<file path="config.mk">
export PLATFORM = sky130hd
export DESIGN_NAME = ctrl_sequencer_flat
export DESIGN_NICKNAME = d
export VERILOG_FILES = /design/src/rtl/ctrl_pkg.sv /design/src/rtl/ctrl_sequencer_if.sv /design/src/rtl/ctrl_opdecode.sv /design/src/rtl/ctrl_sequencer.sv /design/src/flat_wrapper.sv
export SDC_FILE = /design/constraint.sdc
export NUM_CORES = 1
export LEC_CHECK = 0
export CORE_MARGIN = 3
export CORE_UTILIZATION = 25
export CTS_CLUSTER_SIZE = 24
export DETAILED_ROUTE_END_ITERATION = 10
export GPL_ROUTABILITY_DRIVEN = 1
export PLACE_DENSITY = 0.46
export SLEW_MARGIN = 15
export SYNTH_ARGS = -nofsm -noshare
export SYNTH_HDL_FRONTEND = slang
export SYNTH_HIERARCHICAL = 1
export SYNTH_SLANG_ARGS = --single-unit
export TNS_END_PERCENT = 1
</file>
<file path="constraint.sdc">
create_clock -name Clk -period 3.54 [get_ports Clk]
set_clock_uncertainty 0.05 [all_clocks]
set_input_delay 0.708 -clock Clk [delete_from_list [all_inputs] [get_ports Clk]]
set_output_delay 0.708 -clock Clk [all_outputs]
set_load 0.005 [all_outputs]
</file>
<file path="src/rtl/ctrl_pkg.sv">
// Shared encodings for the multicycle control sequencer: opcodes, states,
// ALU/write-back selects, branch conditions and the registered strobe bundle.
package ctrl_pkg;

    localparam logic [4:0] OP_ALU  = 5'b00000;
    localparam logic [4:0] OP_ADDI = 5'b01000;
    localparam logic [4:0] OP_LD   = 5'b00011;
    localparam logic [4:0] OP_ST   = 5'b00101;
    localparam logic [4:0] OP_BR   = 5'b11001;
    localparam logic [4:0] OP_JAL  = 5'b10010;
    localparam logic [4:0] OP_HLT  = 5'b11100;

    typedef enum logic [2:0] {
        S_FETCH, S_DECODE, S_EXEC, S_MEM, S_WB, S_HALT, S_FAULT
    } state_t;

    typedef enum logic [1:0] {
        ALU_ADD = 2'b00, ALU_SUB = 2'b01, ALU_AND = 2'b10, ALU_OR = 2'b11
    } alu_op_t;

    typedef enum logic [1:0] {
        WB_ALU = 2'b00, WB_MEM = 2'b01, WB_PC = 2'b10
    } wb_sel_t;

    typedef enum logic [1:0] {
        COND_Z = 2'b00, COND_NZ = 2'b01, COND_C = 2'b10, COND_AL = 2'b11
    } cond_t;

    typedef enum logic [2:0] {
        CLS_ALU, CLS_ADDI, CLS_LD, CLS_ST, CLS_BR, CLS_JAL, CLS_HLT, CLS_ILL
    } op_class_t;

    typedef struct packed {
        logic    mem_req;
        logic    mem_we;
        logic    pc_inc;
        logic    pc_load;
        logic    psw_load;
        logic    rf_we;
        logic    alu_src_b;
        logic    done;
        logic    fault;
        alu_op_t alu_op;
        wb_sel_t wb_sel;
    } strobe_t;

    function automatic logic br_taken(cond_t cond, logic z, logic c);
        logic taken;
        case (cond)
            COND_Z:  taken = z;
            COND_NZ: taken = ~z;
            COND_C:  taken = c;
            default: taken = 1'b1;
        endcase
        return taken;
    endfunction

endpackage

</file>
<file path="src/rtl/ctrl_sequencer_if.sv">
// Memory handshake and datapath strobe bundle between the sequencer (master)
// and the datapath/memory side (slave).
interface ctrl_sequencer_if #(parameter int IW = 16);

    logic [IW-1:0] Ins;
    logic          MemRdy;
    logic [2:0]    PSW_NZC;
    logic          MemReq;
    logic          MemWe;
    logic          IrLoad;
    logic          PcInc;
    logic          PcLoad;
    logic [1:0]    AluOp;
    logic          AluSrcB;
    logic          PswLoad;
    logic          RfWe;
    logic [1:0]    WbSel;
    logic          Illegal;
    logic          Fault;
    logic          Done;

    modport master (
        input  Ins, MemRdy, PSW_NZC,
        output MemReq, MemWe, IrLoad, PcInc, PcLoad, AluOp, AluSrcB,
               PswLoad, RfWe, WbSel, Illegal, Fault, Done
    );

    modport slave (
        output Ins, MemRdy, PSW_NZC,
        input  MemReq, MemWe, IrLoad, PcInc, PcLoad, AluOp, AluSrcB,
               PswLoad, RfWe, WbSel, Illegal, Fault, Done
    );

endinterface

</file>
<file path="src/rtl/ctrl_opdecode.sv">
// Combinational instruction-register decode: opcode class, ALU controls,
// branch condition field and opcode legality.
module ctrl_opdecode
    import ctrl_pkg::*;
#(
    parameter int IW = 16
) (
    input  logic [IW-1:0] ir,
    output op_class_t     cls,
    output alu_op_t       alu_op,
    output logic          alu_src_b,
    output cond_t         cond,
    output logic          legal
);

    logic [4:0] opcode;
    logic       unused_bits;

    assign opcode      = ir[IW-1 -: 5];
    assign cond        = cond_t'(ir[9:8]);
    assign unused_bits = ^{ir[IW-6:10], ir[7:2]};

    always_comb begin
        cls       = CLS_ILL;
        alu_op    = ALU_ADD;
        alu_src_b = 1'b0;
        case (opcode)
            OP_ALU: begin
                cls    = CLS_ALU;
                alu_op = alu_op_t'(ir[1:0]);
            end
            OP_ADDI: begin
                cls       = CLS_ADDI;
                alu_src_b = 1'b1;
            end
            OP_LD: begin
                cls       = CLS_LD;
                alu_src_b = 1'b1;
            end
            // Stores compute their address the same way loads do.
            OP_ST: begin
                cls       = CLS_ST;
                alu_src_b = 1'b1;
            end
            OP_BR:   cls = CLS_BR;
            OP_JAL:  cls = CLS_JAL;
            OP_HLT:  cls = CLS_HLT;
            default: cls = CLS_ILL;
        endcase
    end

    assign legal = (cls != CLS_ILL);

endmodule

</file>
<file path="src/rtl/ctrl_sequencer.sv">
// Multicycle step sequencer: owns state, IR and the memory wait counter, and
// drives registered control strobes that Rst forces low in the same cycle.
module ctrl_sequencer
    import ctrl_pkg::*;
#(
    parameter int IW       = 16,
    parameter int WAIT_MAX = 15
) (
    input logic            Clk,
    input logic            Rst,
    ctrl_sequencer_if.master bus
);

    localparam int WCW = (WAIT_MAX < 1) ? 1 : $clog2(WAIT_MAX + 1);
    localparam logic [WCW-1:0] WAIT_LIM = WCW'(WAIT_MAX);

    state_t        state;
    state_t        state_nxt;
    logic [IW-1:0] ir;
    logic [WCW-1:0] wcnt;
    strobe_t       strb;

    op_class_t cls;
    alu_op_t   dec_alu;
    logic      dec_srcb;
    cond_t     dec_cond;
    logic      dec_legal;
    logic      mem_phase;
    logic      timeout;
    logic      br_take;
    logic      unused_n;

    ctrl_opdecode #(.IW(IW)) u_dec (
        .ir        (ir),
        .cls       (cls),
        .alu_op    (dec_alu),
        .alu_src_b (dec_srcb),
        .cond      (dec_cond),
        .legal     (dec_legal)
    );

    assign mem_phase = (state == S_FETCH) || (state == S_MEM);
    // MemRdy in the limit cycle still completes the access.
    assign timeout   = (WAIT_MAX != 0) && mem_phase && !bus.MemRdy && (wcnt == WAIT_LIM);

    function automatic strobe_t entry_strobes(state_t s, op_class_t c, alu_op_t a, logic srcb);
        strobe_t st;
        st = '0;
        case (s)
            S_FETCH:  st.mem_req = 1'b1;
            S_DECODE: st.pc_inc  = 1'b1;
            S_EXEC: begin
                st.alu_op    = a;
                st.alu_src_b = srcb;
                st.psw_load  = (c == CLS_ALU) || (c == CLS_ADDI);
                st.pc_load   = (c == CLS_JAL);
            end
            S_MEM: begin
                st.mem_req = 1'b1;
                st.mem_we  = (c == CLS_ST);
            end
            S_WB: begin
                st.rf_we  = 1'b1;
                st.wb_sel = (c == CLS_LD) ? WB_MEM : (c == CLS_JAL) ? WB_PC : WB_ALU;
            end
            S_HALT:  st.done  = 1'b1;
            S_FAULT: st.fault = 1'b1;
            default: st = '0;
        endcase
        return st;
    endfunction

    always_comb begin
        state_nxt = state;
        case (state)
            S_FETCH: begin
                if (bus.MemRdy)   state_nxt = S_DECODE;
                else if (timeout) state_nxt = S_FAULT;
            end
            S_DECODE: begin
                if (!dec_legal)          state_nxt = S_FETCH;
                else if (cls == CLS_HLT) state_nxt = S_HALT;
                else                     state_nxt = S_EXEC;
            end
            S_EXEC: begin
                case (cls)
                    CLS_ALU, CLS_ADDI, CLS_JAL: state_nxt = S_WB;
                    CLS_LD, CLS_ST:             state_nxt = S_MEM;
                    default:                    state_nxt = S_FETCH;
                endcase
            end
            S_MEM: begin
                if (bus.MemRdy)   state_nxt = (cls == CLS_LD) ? S_WB : S_FETCH;
                else if (timeout) state_nxt = S_FAULT;
            end
            S_WB:    state_nxt = S_FETCH;
            default: state_nxt = state;
        endcase
    end

    // Strobes are registered for the state being entered; the decode of IR is
    // already valid whenever an IR-dependent state is entered.
    always_ff @(posedge Clk) begin
        if (Rst) begin
            state <= S_FETCH;
            ir    <= '0;
            wcnt  <= '0;
            strb  <= entry_strobes(S_FETCH, CLS_ILL, ALU_ADD, 1'b0);
        end else begin
            state <= state_nxt;
            strb  <= entry_strobes(state_nxt, cls, dec_alu, dec_srcb);
            if (state == S_FETCH && bus.MemRdy)
                ir <= bus.Ins;
            if ((WAIT_MAX != 0) && mem_phase && !bus.MemRdy && (state_nxt == state))
                wcnt <= wcnt + 1'b1;
            else
                wcnt <= '0;
        end
    end

    assign br_take  = (state == S_EXEC) && (cls == CLS_BR) &&
                      br_taken(dec_cond, bus.PSW_NZC[1], bus.PSW_NZC[0]);
    assign unused_n = bus.PSW_NZC[2];

    assign bus.MemReq  = ~Rst & strb.mem_req;
    assign bus.MemWe   = ~Rst & strb.mem_we;
    assign bus.IrLoad  = ~Rst & (state == S_FETCH) & bus.MemRdy;
    assign bus.PcInc   = ~Rst & strb.pc_inc;
    assign bus.PcLoad  = ~Rst & (strb.pc_load | br_take);
    assign bus.AluOp   = Rst ? 2'b00 : strb.alu_op;
    assign bus.AluSrcB = ~Rst & strb.alu_src_b;
    assign bus.PswLoad = ~Rst & strb.psw_load;
    assign bus.RfWe    = ~Rst & strb.rf_we;
    assign bus.WbSel   = Rst ? 2'b00 : strb.wb_sel;
    assign bus.Illegal = ~Rst & (state == S_DECODE) & ~dec_legal;
    assign bus.Fault   = ~Rst & strb.fault;
    assign bus.Done    = ~Rst & strb.done;

endmodule

</file>
<file path="src/flat_wrapper.sv">
// flat-port wrapper written by rule: the top's interface ports become plain ports
module ctrl_sequencer_flat import ctrl_pkg::*;
#(
    parameter int IW       = 16,
    parameter int WAIT_MAX = 15
)
  (Clk, Rst, bus_Ins, bus_MemRdy, bus_PSW_NZC, bus_MemReq, bus_MemWe, bus_IrLoad, bus_PcInc, bus_PcLoad, bus_AluOp, bus_AluSrcB, bus_PswLoad, bus_RfWe, bus_WbSel, bus_Illegal, bus_Fault, bus_Done);
  ctrl_sequencer_if #(.IW(IW)) bus_i ();
  input logic Clk;
  input logic Rst;
  input wire logic [$bits(bus_i.Ins)-1:0] bus_Ins;
  input wire logic [$bits(bus_i.MemRdy)-1:0] bus_MemRdy;
  input wire logic [$bits(bus_i.PSW_NZC)-1:0] bus_PSW_NZC;
  output wire logic [$bits(bus_i.MemReq)-1:0] bus_MemReq;
  output wire logic [$bits(bus_i.MemWe)-1:0] bus_MemWe;
  output wire logic [$bits(bus_i.IrLoad)-1:0] bus_IrLoad;
  output wire logic [$bits(bus_i.PcInc)-1:0] bus_PcInc;
  output wire logic [$bits(bus_i.PcLoad)-1:0] bus_PcLoad;
  output wire logic [$bits(bus_i.AluOp)-1:0] bus_AluOp;
  output wire logic [$bits(bus_i.AluSrcB)-1:0] bus_AluSrcB;
  output wire logic [$bits(bus_i.PswLoad)-1:0] bus_PswLoad;
  output wire logic [$bits(bus_i.RfWe)-1:0] bus_RfWe;
  output wire logic [$bits(bus_i.WbSel)-1:0] bus_WbSel;
  output wire logic [$bits(bus_i.Illegal)-1:0] bus_Illegal;
  output wire logic [$bits(bus_i.Fault)-1:0] bus_Fault;
  output wire logic [$bits(bus_i.Done)-1:0] bus_Done;
  assign bus_i.Ins = bus_Ins;
  assign bus_i.MemRdy = bus_MemRdy;
  assign bus_i.PSW_NZC = bus_PSW_NZC;
  assign bus_MemReq = bus_i.MemReq;
  assign bus_MemWe = bus_i.MemWe;
  assign bus_IrLoad = bus_i.IrLoad;
  assign bus_PcInc = bus_i.PcInc;
  assign bus_PcLoad = bus_i.PcLoad;
  assign bus_AluOp = bus_i.AluOp;
  assign bus_AluSrcB = bus_i.AluSrcB;
  assign bus_PswLoad = bus_i.PswLoad;
  assign bus_RfWe = bus_i.RfWe;
  assign bus_WbSel = bus_i.WbSel;
  assign bus_Illegal = bus_i.Illegal;
  assign bus_Fault = bus_i.Fault;
  assign bus_Done = bus_i.Done;
  ctrl_sequencer #(.IW(IW), .WAIT_MAX(WAIT_MAX)) u_core (.Clk(Clk), .Rst(Rst), .bus(bus_i));
endmodule
</file>
---- After elaboration in Yosys (flattened, before gate mapping) ----
Index checks and enable logic that the tools add are counted.
cells by class
  $add $sub $neg .......................... 1
  multiply operators ...................... 0
  div/mod/pow operators ................... 0
  magnitude comparators ................... 0
  equal/unequal tests ..................... 27
  shift operators ......................... 0
  mux-type cells .......................... 20
  bitwise logic cells ..................... 22
  reductions and logical operators ........ 24
operator list
  cell                   number
  $eq A3 B3 Y1 const B   7
  $pmux W3 S7            1
  $eq A3 B2 Y1 const B   6
  $mux W3                6
  $eq A5 B5 Y1 const B   3
  $pmux W3 S5            1
  $and A1 B1 Y1          13
  $reduce_or A2 Y1       6
  $reduce_or A3 Y1       4
  $eq A3 B1 Y1 const B   3
  $logic_not A3 Y1       3
  $not A1 Y1             8
  $mux W1                7
  $logic_and A1 B1 Y1    6
  $mux W2                3
  $pmux W3 S2            1
  $eq A5 B2 Y1 const B   1
  $eq A5 B3 Y1 const B   1
  $eq A5 B4 Y1 const B   1
  $logic_not A5 Y1       1
  $add A4 B1 Y4 const B  1
  $eq A4 B4 Y1 const B   1
  $eq A3 B3 Y1           1
  $ne A3 B3 Y1 const B   1
  other kinds (7)        8
word-level totals
  flip-flop bits (word level) ............. 36
  latch bits .............................. 0
  bits in writable memories ............... 0
  bits in read-only memories .............. 0
  bits of input ports ..................... 22
  output and inout bits ................... 15
  logic and storage cells ................. 109
  memories ................................ 0

---- Logic depth before layout (Yosys ltp) ----
  word-level depth ........................ 11
  gate-level depth with buffers ........... 11
  gate-level depth less buffers ........... 8

---- By module ----
The synthesis kept the hierarchy.
modules (own cells, without submodules)
  module          instances  cells an instance  area each (um2)  sequential area each (um2)
  ctrl_sequencer  1          187                1,537.7          720.7
  ctrl_opdecode   1          28                 214.0            0.0

---- Least setup slack after synthesis ----
OpenSTA, ideal clock, no wires.
  path kind ............................... register to register
  from .................................... register u_core.ir[15]
  to ...................................... register u_core/strb[8] (netlist name)
  library setup time ...................... 0.088 ns
  data arrival time ....................... 2.174 ns
  required time ........................... 3.402 ns
  slack ................................... 1.228 ns
  stages on the path, launching flop included .. 10
  path buffers ............................ 1
  period minus slack after synthesis ...... 2.312 ns
  cells stage by stage .................... dfxtp_1 > nand2_1 > or4b_1 > o211a_1 > inv_1 > a211oi_1 > o21a_1 > or4_1 > buf_2 > nor4_2
between the ends
  longest elaborated chain between the ends .. 9
  elaborated cells between the ends (all ways) .. 27
  those cells by class .................... eq/ne: 13; mux: 7; bitwise: 1; reduce/logical: 6
ends and longest elaborated chain
  what                                            RTL line               source
  start: declaration                              ctrl_sequencer.sv:19   logic [IW-1:0] ir;
  start signal: assignment                        ctrl_sequencer.sv:113  ir <= bus.Ins;
  $eq A5 B5 Y1, or another cell as far along      ctrl_opdecode.sv:27    case (opcode)
  $pmux W3 S7 *                                   ctrl_opdecode.sv:27
  net u_core.cls[0]                               ctrl_sequencer.sv:23   op_class_t cls;
  $eq A3 B3 Y1, or another cell as far along      ctrl_sequencer.sv:86   case (cls)
  $reduce_or A3 Y1, or another cell as far along  ctrl_sequencer.sv:86
  $pmux W3 S2, or another cell as far along       ctrl_sequencer.sv:86
  $pmux W3 S5                                     ctrl_sequencer.sv:75   case (state)
  $eq A3 B2 Y1                                    ctrl_sequencer.sv:49   case (s)
  $not A1 Y1 (no source line)                     --
  $reduce_or A2 Y1 (no source line)               --
  end signal: assignment                          ctrl_sequencer.sv:108  strb <= entry_strobes(S_FETCH, CLS_ILL, ALU_ADD, 1'b0);
  end signal: assignment                          ctrl_sequencer.sv:111  strb <= entry_strobes(state_nxt, cls, dec_alu, dec_srcb);
  end: declaration                                ctrl_sequencer.sv:21   strobe_t strb;
The timed path passes the listed nets; every way through them passes the cells marked *.
A chain may end at the register's enable or synchronous reset.

---- Worst setup path in the final report ----
  from .................................... register u_core.ir[12]
  to ...................................... output port bus_PcLoad
between the ends
  longest elaborated chain between the ends .. 7
  elaborated cells between the ends (all ways) .. 13
  those cells by class .................... eq/ne: 7; mux: 1; bitwise: 2; reduce/logical: 3
ends and longest elaborated chain
  what                                        RTL line               source
  $eq A5 B5 Y1, or another cell as far along  ctrl_opdecode.sv:27
  $pmux W3 S7 *                               ctrl_opdecode.sv:27
  net u_core.cls[2]                           ctrl_sequencer.sv:23
  $eq A3 B3 Y1 *                              ctrl_sequencer.sv:121  assign br_take = (state == S_EXEC) && (cls == CLS_BR) &&
  $logic_and A1 B1 Y1 * (2 in series)         ctrl_sequencer.sv:121
  $or A1 B1 Y1 *                              ctrl_sequencer.sv:129  assign bus.PcLoad = ~Rst & (strb.pc_load | br_take);
  $and A1 B1 Y1 *                             ctrl_sequencer.sv:129
  end: declaration                            flat_wrapper.sv:18     output wire logic [$bits(bus_i.PcLoad)-1:0] bus_PcLoad;
Marks and branches as above.

==> metrics.cfg <==
[timing]
setup_viol=0
slew_headroom=0.489
final.setup.tns_ns=0
final.min_clock_period_ns=3.25
clock.fmax_ghz=0.308
hold_viol=0
report.final.slew_viol_count=0
tightestPinTransition_ns=0.761
rsz0062_at_grt=no
fin_crit_sh=0.917

[worst_hold_path]
hp-class=flop to flop

[outcome]
status=completed

[critical_path]
worst_ep_arrival_time_ns=2.49
path_class=flop to output port
path_cells=xnor2_1 > nor3b_1 > o21bai_2 > inv_1 > nor4_1 > a31oi_1 > nor2_1 > clkdlybuf4s50_1
endpoint_kind=output port
cp_slowest_cell=dfxtp_1
startpoint_type=flop
max_stage_delay_ns=0.54
cp_max_fo=10
crit_required_ns=2.78

[drt]
drt-vias-per-instance=4.58
drc_errors=0
antenna_left=0
vias=1301
drt_iter0_markers=99
post_drt_wl_per_cell_um=12.2
first_pass_iters=4
drt_wl_total_um=3460

[place]
dp.cells=276
gp_congestion=0.756
dp_hpwl_um=2480
numPortBuffers=28

[pwr]
power_density_nw_per_um2=579
power_leakage_nw=0.705
power_mw=1.12
ir_drop_mv=0.165

[clocking]
path_clk_slew_ns=0.06
clock_sinks=29
cts_hold_buf=0
cts_buffers=5
clk_latency_ns=0.28
cts_max_path_buffers=2
cts_tree=built
root_buffer=clkbuf_8
cts_max_level=2

[floorplan]
num_rows=27
die_area_sq_um=7070
start_util=0.267
die_h_um=84.1
io_pins=37
fp.dieW_um=84.1
core_sq_um=5710

[synth]
syn_area_sq_um=1520
syn-num-nets=210
syn_area_per_cell_sq_um=8.15
yosys_warnings=6
synthCells=187

[global_routing]
grt_pass1_wl_um=5830
first_global_vias=1182
antenna_found_initial=0
grt_max_degree=19
grt-ovfl-total=0
globalRouteTotalUtil=0.101

[cells_and_area]
antenna_cells=0
final_layout_size_suffix_gt1_frac=0.0802
syn_to_final_growth_pct=27.3
layout_common_cells=dfxtp_1 (29), clkdlybuf4s50_1 (28), nand2_1 (23), nor2b_1 (16), nor2_1 (13)
layout_commonest_cell=dfxtp_1
fin_cells=284
finalNetCount=234

[run]
maxCapViolations=0

## stage by stage
step / util / setup WS (ns) / hold WS [ns] / cell area [sq um]
3_5_place_dp: 0.325 / 0.422 / 0.398 / 1850
4_1_cts: 0.339 / 0.0916 / 0.407 / 1940
5_1_grt: 0.340 / 0.0465 / 0.439 / 1940
6_report: 0.340 / 0.293 / 0.407 / 1940
2_1_floorplan: - / 1.23 / 0.381 / 1520
3_3_place_gp: 0.325 / 0.414 / 0.396 / 1850
## repair_timing
| item | CTS | global route |
|---|---|---|
| endpoints found under the setup margin | 0 | 1 |
| setup buffers | 0 | 0 |
| resized for setup | 0 | 1 |
## per-layer routing
| layer | track usage | routed length [um] |
|---|---|---|
| met2 | 0.137 | 1390 |
| met5 | 0 | 0 |
| met4 | 0.0351 | 52 |
| met1 | 0.147 | 1800 |
| met3 | 0.0346 | 210 |
## sequential cells by signal (all words and copies together) (netlist names)
name	count
u_core/wcnt	4
u_core/strb	13
u_core/state	3
u_core/ir	9
## path summary, 6_finish.rpt
path | from | end | slack, ns | cells past startpoint
min | u_core/ir[1] | u_core/ir[1] | 0.41 | 2
max | u_core/ir[12] | bus_PcLoad | 0.29 | 8
max reg2reg | u_core/ir[12] | u_core/strb[8] | 0.86 | 8
min reg2reg | u_core/ir[1] | u_core/ir[1] | 0.41 | 2
## power by group
part	switching (mW)	total [mW]	internal, mW
logic	0.239	0.428	0.189
registers	0.0624	0.434	0.372
clock network	0.126	0.262	0.136
total	0.428	1.12	0.696
## worst max-delay path: cells and delay by family, from the launching register on
family | cells | cell delay [ns]
AO/OA/AOI/OAI | 2 | 0.49
XOR/XNOR | 1 | 0.16
buffers and inverters | 2 | 0.63
flip-flops | 1 | 0.54
AND/OR/NAND/NOR | 3 | 0.39
## area by class of cell
type	instances	area, sq um
Sequential cell	29	581
Inverter	5	18.8
Multi-Input combinational cell	138	858
Clock inverter	2	10.0
Tap cell	72	90.1
Fill cell	612	3770
Timing Repair Buffer	32	310
Clock buffer	6	72.6
No activity file was read; power rests on OpenSTA's default activity.
